===== src/rtl/output_link_tx.sv =====
// Link transmitter: buffers crossbar flits in a small FIFO and sends them under per-VC on/off flow control.
// Per-VC packet FSMs flag protocol errors. Optional stall counter enabled by TX_STALL_CNT_EN.
package noc_pkg;
  localparam int unsigned VC_NUM = 4;
  localparam int unsigned VC_W   = $clog2(VC_NUM);
  localparam int unsigned DATA_W = 32;

  typedef enum logic [1:0] {
    HEAD     = 2'd0,
    BODY     = 2'd1,
    TAIL     = 2'd2,
    HEADTAIL = 2'd3
  } flit_label_t;

  typedef struct packed {
    flit_label_t       flit_label;
    logic [VC_W-1:0]   vc_id;
    logic [DATA_W-1:0] data;
  } flit_t;
endpackage

module output_link_tx
  import noc_pkg::*;
#(
  parameter int unsigned FIFO_DEPTH = 2
) (
  input  logic              clk,
  input  logic              rst,
  input  flit_t             xb_flit_i,
  input  logic              xb_valid_i,
  output logic              xb_ready_o,
  input  logic [VC_NUM-1:0] on_off_i,
  output flit_t             data_o,
  output logic              valid_flit_o,
  output logic [VC_NUM-1:0] vc_active_o,
  output logic [VC_NUM-1:0] error_o
`ifdef TX_STALL_CNT_EN
  ,
  output logic [15:0]       stall_cnt_o
`endif
);
  localparam int unsigned PTR_W = $clog2(FIFO_DEPTH);
  localparam int unsigned CNT_W = PTR_W + 1;

  typedef enum logic {
    IDLE   = 1'b0,
    ACTIVE = 1'b1
  } vc_state_e;

  flit_t             mem_q [FIFO_DEPTH];
  flit_t             mem_d [FIFO_DEPTH];
  logic [PTR_W-1:0]  wr_ptr_q, wr_ptr_d;
  logic [PTR_W-1:0]  rd_ptr_q, rd_ptr_d;
  logic [CNT_W-1:0]  cnt_q, cnt_d;
  vc_state_e         state_q [VC_NUM];
  vc_state_e         state_d [VC_NUM];
  logic [VC_NUM-1:0] error_q, error_d;
  flit_t             data_q, data_d;
  logic              valid_q, valid_d;

  flit_t head;
  logic  push;
  logic  pop;
  logic  empty;

  // Ready depends only on registered occupancy, never on this cycle's pop.
  assign empty      = (cnt_q == '0);
  assign xb_ready_o = (cnt_q != CNT_W'(FIFO_DEPTH));
  assign head       = mem_q[rd_ptr_q];
  assign push       = xb_valid_i && xb_ready_o;
  assign pop        = !empty && on_off_i[head.vc_id];

  always_comb begin
    mem_d    = mem_q;
    wr_ptr_d = wr_ptr_q;
    rd_ptr_d = rd_ptr_q;
    cnt_d    = cnt_q;
    data_d   = data_q;
    valid_d  = 1'b0;
    if (push) begin
      mem_d[wr_ptr_q] = xb_flit_i;
      wr_ptr_d        = wr_ptr_q + PTR_W'(1);
    end
    if (pop) begin
      rd_ptr_d = rd_ptr_q + PTR_W'(1);
      data_d   = head;
      valid_d  = 1'b1;
    end
    case ({push, pop})
      2'b10:   cnt_d = cnt_q + CNT_W'(1);
      2'b01:   cnt_d = cnt_q - CNT_W'(1);
      default: cnt_d = cnt_q;
    endcase
  end

  // Per-VC packet tracking; only the popped flit's VC advances.
  always_comb begin
    state_d = state_q;
    error_d = error_q;
    for (int unsigned v = 0; v < VC_NUM; v++) begin
      if (pop && (head.vc_id == VC_W'(v))) begin
        case (state_q[v])
          IDLE: begin
            case (head.flit_label)
              HEAD:     state_d[v] = ACTIVE;
              HEADTAIL: state_d[v] = IDLE;
              default:  error_d[v] = 1'b1;
            endcase
          end
          default: begin
            case (head.flit_label)
              TAIL:    state_d[v] = IDLE;
              BODY:    state_d[v] = ACTIVE;
              default: error_d[v] = 1'b1;
            endcase
          end
        endcase
      end
    end
  end

  always_ff @(posedge clk or negedge rst) begin
    if (!rst) begin
      for (int unsigned i = 0; i < FIFO_DEPTH; i++) mem_q[i] <= '0;
      for (int unsigned v = 0; v < VC_NUM; v++) state_q[v] <= IDLE;
      wr_ptr_q <= '0;
      rd_ptr_q <= '0;
      cnt_q    <= '0;
      error_q  <= '0;
      data_q   <= '0;
      valid_q  <= 1'b0;
    end else begin
      mem_q    <= mem_d;
      state_q  <= state_d;
      wr_ptr_q <= wr_ptr_d;
      rd_ptr_q <= rd_ptr_d;
      cnt_q    <= cnt_d;
      error_q  <= error_d;
      data_q   <= data_d;
      valid_q  <= valid_d;
    end
  end

  always_comb begin
    vc_active_o = '0;
    for (int unsigned v = 0; v < VC_NUM; v++) vc_active_o[v] = (state_q[v] == ACTIVE);
  end

  assign data_o       = data_q;
  assign valid_flit_o = valid_q;
  assign error_o      = error_q;

`ifdef TX_STALL_CNT_EN
  logic [15:0] stall_cnt_q, stall_cnt_d;

  // Saturating count of cycles with a buffered head held off by flow control.
  always_comb begin
    stall_cnt_d = stall_cnt_q;
    if (!empty && !on_off_i[head.vc_id] && (stall_cnt_q != 16'hFFFF)) begin
      stall_cnt_d = stall_cnt_q + 16'd1;
    end
  end

  always_ff @(posedge clk or negedge rst) begin
    if (!rst) stall_cnt_q <= '0;
    else      stall_cnt_q <= stall_cnt_d;
  end

  assign stall_cnt_o = stall_cnt_q;
`endif

endmodule


===== config.mk =====
export PLATFORM = sky130hd
export DESIGN_NAME = output_link_tx
export DESIGN_NICKNAME = d
export VERILOG_FILES = /design/src/rtl/output_link_tx.sv
export SDC_FILE = /design/constraint.sdc
export NUM_CORES = 1
export LEC_CHECK = 0
export CAP_MARGIN = 0
export CELL_PAD_IN_SITES_DETAIL_PLACEMENT = 0
export CELL_PAD_IN_SITES_GLOBAL_PLACEMENT = 2
export CORE_MARGIN = 3
export CORE_UTILIZATION = 36
export CTS_CLUSTER_DIAMETER = 50
export DETAILED_ROUTE_END_ITERATION = 8
export PLACE_DENSITY_LB_ADDON = 0.3
export SYNTH_ARGS = -nofsm -noshare
export SYNTH_HDL_FRONTEND = slang
export SYNTH_SLANG_ARGS = --single-unit
export TNS_END_PERCENT = 30

===== constraint.sdc =====
create_clock -name clk -period 2.5 [get_ports clk]
set_input_delay 0.5 -clock clk [delete_from_list [all_inputs] [get_ports clk]]
set_output_delay 0.5 -clock clk [all_outputs]
set_load 0.01 [all_outputs]

==> summary.md, run 1 <==
| Metric | Value |
|---|---|
| Status | `completed` |
| Antenna diodes | `0` |
| Antenna violations before repair | `0` |
| Hold_buf cts | `0` |
| # DRC | `0` |
| Synth cell types | `33` |
| Synthesized Nets | `420` |
| Final setup vio count | `0` |
| Final hold viol count | `0` |
| Final Net Count | `517` |
| Avg Vias per Cell | `4.77` |
| Nature of the critical path startpoint | `flip-flop` |
| Syn Inst Count | `376` |
| Critical path class | `reg2out` |
| DRT antenna net count | `0` |
| Slew @ Worst Pin | `0.539 ns` |
| Die Y-Extent | `124 um` |
| Top-count cell post-synth | `dfrtp_1` |
| Synth Flop Type | `dfrtp_1` |
| Finished Cell Area | `approximately 6800 um2` |
| Post-synth EDFFs | `0` |
| Clock root buffer | `clkbuf_16` |
| Via count | `3157` |
| Yosys warns | `0` |
| Post-place instance area | `6150 um2` |
| Die area | `about 15000 um2` |
| Clk_lat worst skew | `between 0.4 and 0.5 ns` |
| Top cell type's share of synthesized area | `approximately three fifths` |
| H-tree depth | `4` |
| Clk_skew | `roughly 0.0064 ns` |
| Critical Path AT | `1.59 ns` |
| Clock sink total | `roughly 120` |
| Drt pass-1 iters | `4` |
| Place WS | `0.119 ns` |
| Flops & latches, synth | `between 100 and 150` |
| Max Cap Viol | `0` |
| Peak VDD IR | `between 700 and 800 uV` |
| Core Area | `13500 um2` |
| Grt ovf | `0` |
| Fill cell count | `around 1200` |
| Total CTS buffers | `17` |
| Leak pwr | `2.94 nW` |
| Synth cell count leaders | `dfrtp_1, mux2_2, nand2_1` |
| Share of layout cells above drive strength 1 | `25.3%` |
| Syn avg cell area | `13.4 um2` |
| Sequential fraction of the synthesis area | `between 60% and 70%` |
| Largest net degree at the start of global routing | `60` |
| PD cells | `around 1500 nW/um2` |
| Final Cycle Share | `83.7%` |
| Overall power | `between 10 and 15 mW` |
| Worst Setup End Kind | `output port` |
| WL final | `10.3 mm` |
| Post-synthesis async set-or-reset flop share | `100%` |
| First-pass GRT wire length | `17.0 mm` |
| Top post-synthesis cells by area | `dfrtp_1, mux2_2, mux2i_1` |
| Drt initial violations | `between 80 and 90` |
| Worst Hold Slack | `between 0.06 and 0.07 ns` |
| Worst-path clk slew | `~0.050 ns` |
| Area growth, synth to finish | `34.0%` |
| RSZ-0062 raised after global routing | `false` |
| Placed wire-length estimate | `between 6 and 7 mm` |
| Post-CTS Resized | `0` |
| I/O pin total | `89` |
| Max Slew Vio Count | `0` |
| Post-Syn Area | `just over 5000 um2` |
| Worst hold path class | `in2async` |
| Fin util | `50.2%` |
| Min Tclk post-route | `2.09 ns` |
| Routability-driven placement congestion ratio | `between 0.7 and 0.8` |
| Routed WL per cell | `about 16 um` |
| GRT Util Overall | `14.0%` |
| Sum Neg Setup Slack | `0 ns` |
| Vias in the first global route | `approximately 3300` |
| Biggest area consumer among synthesized cells | `dfrtp_1` |
| TritonCTS clock tree | `yes` |
| # rows | `42` |
| Fin cells | `~660` |
| Post CTS Setup Buffer Count | `0` |
| CP required | `2.00 ns` |
| Placed cells | `630` |
| Fin worst setup slack | `0.409 ns` |
| Highest Clock Rate | `0.478 GHz` |
| Worst-path fanout max | `5` |
| Starting Density | `37.5%` |
| Clk buf depth | `2` |
| Die X | `around 120 um` |
| PortBufs | `88` |
| Slew headroom | `64.0%` |
flip-flops by register name, indices dropped and copies added (netlist names), named ones only:
name / count
data_o: 36
error_o: 4
valid_flit_o: 1
wr_ptr_q: 1
mem_q: 72
rd_ptr_q: 1
cnt_q: 2
report_power, final:
| group | total, mW | internal, mW | switching, mW |
|---|---|---|---|
| Combinational | 4.08 | 2.18 | 1.90 |
| Clock | 2.43 | 1.62 | 0.816 |
| Sequential | 3.57 | 2.98 | 0.597 |
placed cells by master, fill, tap and decap left out, types with 5 or more instances in the layout:
master	Yosys	layout
mux2_2	73	73
mux2i_1	33	33
dfrtp_1	121	120
o21ai_1	35	35
nor3_1	5	5
clkbuf_16	0	17
buf_4	0	8
inv_1	5	5
xnor2_1	6	6
nand2_1	43	43
clkdlybuf4s50_1	0	87
clkbuf_8	0	6
critical path, stage by stage (launching register included):
cell             delay, ns
dfrtp_1               0.41
nand2b_1              0.20
clkdlybuf4s50_1       0.58
metal layers:
layer,wire [um],track usage (%),vias to the layer above
met1,4660,17.4,1544
li1,-,-,1517
met3,573,4.63,20
met5,0,0,-
met4,175,6.00,0
met2,4920,22.2,76
path summary, 6_finish.rpt:
path                       cells after the start              startpoint  slack, ns                      to
min                                            1                     rst       0.06   mem_q[64]$_DFFE_PN0P_
max                                            2    cnt_q[0]$_DFFE_PN0P_       0.41              xb_ready_o
max reg2reg                                    7    rd_ptr_q$_DFFE_PN0P_       0.52    cnt_q[1]$_DFFE_PN0P_
min reg2reg                                    1  error_o[1]$_DFFE_PN0P_       0.47  error_o[1]$_DFFE_PN0P_
min in group clk                               1  error_o[1]$_DFFE_PN0P_       0.47  error_o[1]$_DFFE_PN0P_
max in group asynchronous                      2                     rst       1.73    mem_q[6]$_DFFE_PN0P_
layout make-up:
type                    count  area [um2]  area share, %
well taps                 176         220           3.26
flip-flops and latches    121        3030           44.8
repair buffers             98         991           14.7
multi-input cells         230        1890           28.0
clock inverters             7        87.6           1.30
clock buffers              25         515           7.63
inverters                   5        18.8          0.278
cell families (layout without fill, tap and decap cells):
family,after synthesis,count (layout),share of synthesized area [%]
compound gates,45,45,5.06
fa+ha+maj,1,1,0.248
buf+inv,25,135,2.61
flops,121,121,60.1
mux,112,112,24.6
simple gates,62,62,5.49
xor+xnor,10,10,1.89
(Power assumes the default switching activity.)
==> run 2, diff against run 1 <==
CORE_UTILIZATION = 32   (was 36)
clock period = 1.7 ns   (was 2.5 ns; I/O delays follow)
==> run 2 against run 1 <==
Net effect:
- the run now ends with negative setup slack left
- hold slack improved by 0.22 ns
- first-iteration DRC count increased by 68%
- die area increased by 12%
- clock-buffer cell count unchanged
- setup slack got worse by 0.55 ns
- power increased by 58%
- register-to-register slack got worse by 0.66 ns
- global-route usage increased by 0.13 points
- via count increased by 4.5%
- sequential share of layout area decreased by 2.5 points
- clock skew increased by 0.0024 ns
- clock power increased by 36%
- critical endpoint is now cnt_q[1]$_DFFE_PN0P_
- highest routed layer unchanged
==> summary.md, run 2 (synthesis results as in run 1) <==
| Metric | Value |
|---|---|
| PD cells | `2230 nW/um2 (was 1490 nW/um2)` |
| Worst Setup End Kind | `flip-flop (was output port)` |
| Antenna violations before repair | `0 (unchanged)` |
| P_int | `10.5 mW (was 6.77 mW)` |
| PortBufs | `88 (unchanged)` |
| Min Tclk post-route | `1.84 ns` |
| H-tree depth | `4 (unchanged)` |
| Die Y-Extent | `132 um (was 124 um)` |
| Final hold viol count | `0 (unchanged)` |
| Most frequent cells in the layout | `dfrtp_1, mux2_2, clkdlybuf4s50_1, nand2_1, mux2i_1 (was dfrtp_1, clkdlybuf4s50_1, mux2_2, nand2_1, o21ai_1)` |
| Net switching power | `5.45 mW (was 3.31 mW)` |
| Clk_lat worst skew | `0.41 ns (about the same)` |
| Drt initial violations | `146 (was 87)` |
| Final Cycle Share | `108%` |
| Max FFs per register | `72 (unchanged)` |
| Via count | `3298 (was 3157)` |
| Fin cells | `715 (was 662)` |
| Worst-path clk slew | `0.05 ns (about the same)` |
| # DRC | `0 (unchanged)` |
| Crit path max-delay family | `compound AO/OA/AOI/OAI gates (was buffers and inverters)` |
| Worst-path fanout max | `7 (was 5)` |
| Highest Clock Rate | `0.542 GHz` |
| Share of layout cells above drive strength 1 | `33.3% (was 25.3%)` |
| Switching Share | `34.1% (was 32.8%)` |
| DRT antenna net count | `0 (unchanged)` |
| Slowest library cell on the worst path | `dfrtp_2 (was clkdlybuf4s50_1)` |
| Area growth, synth to finish | `42.0% (was 34.0%)` |
| Worst path bufs/invs | `1 (unchanged)` |
| I/O pin total | `89 (unchanged)` |
| Die area | `17300 um2 (was 15500 um2)` |
| Die X | `132 um (was 124 um)` |
| WL final | `11.6 mm (was 10.3 mm)` |
| Grt ovf | `0 (unchanged)` |
| Total CTS buffers | `17 (unchanged)` |
| Drt pass-1 iters | `4 (unchanged)` |
| Status | `finished with violations (was completed)` |
| Fin worst setup slack | `-0.144 ns (was 0.409 ns)` |
| Nature of the critical path startpoint | `flip-flop (unchanged)` |
| Critical path class | `reg2reg (was reg2out)` |
| Post-place instance area | `6400 um2 (was 6150 um2)` |
| # rows | `45 (was 42)` |
| GRT Util Overall | `14.1% (was 14.0%)` |
| TritonCTS clock tree | `yes (unchanged)` |
| Clk buf depth | `2 (unchanged)` |
| Slew @ Worst Pin | `0.618 ns (was 0.539 ns)` |
| Core Area | `15300 um2 (was 13500 um2)` |
| Largest net degree at the start of global routing | `69 (was 60)` |
| Sequential power share | `32.6% (was 35.4%)` |
| Clock root buffer | `clkbuf_16 (unchanged)` |
| Max Cap Viol | `0 (unchanged)` |
| Sum Neg Setup Slack | `-1.87 ns (was 0 ns)` |
| Worst hold path class | `in2async (unchanged)` |
| Placed cells | `678 (was 630)` |
| Max Slew Vio Count | `0 (unchanged)` |
| Starting Density | `32.9% (was 37.5%)` |
| Peak VDD IR | `917 uV (was 702 uV)` |
| CP peak stage delay | `0.44 ns (was 0.58 ns)` |
| Critical-path cell list | `nand2b_4, o32a_1, a41o_4, inv_4, ha_4, xnor2_2, nor2_2, xor2_1 (was nand2b_1, clkdlybuf4s50_1)` |
| First-pass GRT wire length | `19.2 mm (was 17.0 mm)` |
| Placed wire-length estimate | `7.10 mm (was 6.71 mm)` |
| Final setup vio count | `39 (was 0)` |
| Critical Path AT | `2.14 ns (was 1.59 ns)` |
| Overall power | `16.0 mW (was 10.1 mW)` |
| Top reg by flops | `mem_q (unchanged)` |
| Clk_skew | `0.00875 ns (was 0.00638 ns)` |
| Clock sink total | `121 (unchanged)` |
| Finished Cell Area | `7160 um2 (was 6760 um2)` |
| Avg Vias per Cell | `4.61 (was 4.77)` |
| Vias in the first global route | `3657 (was 3266)` |
| Slew headroom | `58.8% (was 64.0%)` |
| Antenna diodes | `0 (unchanged)` |
| Comb pwr share | `46.7% (was 40.4%)` |
| Routability-driven placement congestion ratio | `0.739 (was 0.751)` |
| CP required | `1.99 ns (was 2.00 ns)` |
| Routed WL per cell | `16.2 um (was 15.6 um)` |
| Failing checks | `negative setup slack` |
| RSZ-0062 raised after global routing | `true (was false)` |
| Clock network power share | `20.7% (was 24.1%)` |
| Final Net Count | `539 (was 517)` |
| Commonest non-fill, non-tap cell in the layout | `dfrtp_1 (unchanged)` |
| Leak pwr | `3.24 nW (was 2.94 nW)` |
## run 2: repair_timing
item | in CTS | in global routing
setup endpoints to repair | 47 | 58
buffers inserted | 4 | 2
cloned | 1 | 2
hold buffers | 1 | 0
resized for setup | 15 | 30
pin swaps | 6 | 13
hold endpoints to repair | 121 | 0
## run 2: per-layer routing
| metal | wire length (um) | share of wire [%] | global-route usage (%) |
|---|---|---|---|
| met1 | 5200 | 45 | 17.5 |
| met2 | 5630 | 49 | 22.6 |
| met3 | 606 | 5.2 | 5.13 |
| met4 | 172 | 1.5 | 5.02 |
| met5 | 0 | 0 | 0 |
## run 2: final timing paths
path	startpoint	end	slack, ns	cells past startpoint
max	rd_ptr_q$_DFFE_PN0P_	cnt_q[1]$_DFFE_PN0P_	-0.14	8
min	rst	data_o[28]$_DFFE_PN0P_	0.28	2
max reg2reg	rd_ptr_q$_DFFE_PN0P_	cnt_q[1]$_DFFE_PN0P_	-0.14	8
min reg2reg	error_o[1]$_DFFE_PN0P_	error_o[1]$_DFFE_PN0P_	0.47	1
max in group asynchronous	rst	mem_q[10]$_DFFE_PN0P_	0.87	3
min in group clk	error_o[1]$_DFFE_PN0P_	error_o[1]$_DFFE_PN0P_	0.47	1
## run 2: worst register-to-register path: cells and delay by family, from the launching register on
family	cells	cell delay, ns
AOI/OAI and AO/OA	2	0.64
DFF	1	0.44
xor gates and xnor gates	2	0.26
and+or+nand+nor	2	0.21
adders and majority gates	1	0.12
buffers and inverters	1	0.06
## run 2: cell type report
cell class,count,area (um2)
multi-input cells,230,2030
repair buffers,120,1270
clock inverters,3,40.0
fillers,1416,8150
inverters,5,21.3
well taps,211,264
clock buffers,25,505
flip-flops and latches,121,3030
## run 2: power groups by stage
stage | clock, mW | sequential (mW) | combinational (mW)
final | 3.31 | 5.21 | 7.46
after floorplan | 0 | 5.29 | 4.22
after CTS | 3.41 | 5.24 | 7.17
after global placement | 0 | 5.21 | 6.62
after global routing | 3.53 | 5.44 | 8.15
after detailed placement | 0 | 5.28 | 6.76
## run 2: through the flow
step                util (%)  hold WS (ns)  setup WS [ns]
floorplan                  -        0.0444         -0.272
global placement        41.8         0.145         -0.464
CTS                     45.9         0.254         -0.124
global route            46.8         0.275         -0.231
finish                  46.8         0.280         -0.144
detailed placement      41.8         0.146         -0.463
==> run 3, diff against run 2 <==
CTS_CLUSTER_SIZE = 24   (was unset)
==> results of run 3 <==
No change in the layout: final DEF, timing and power equal those of run 2.
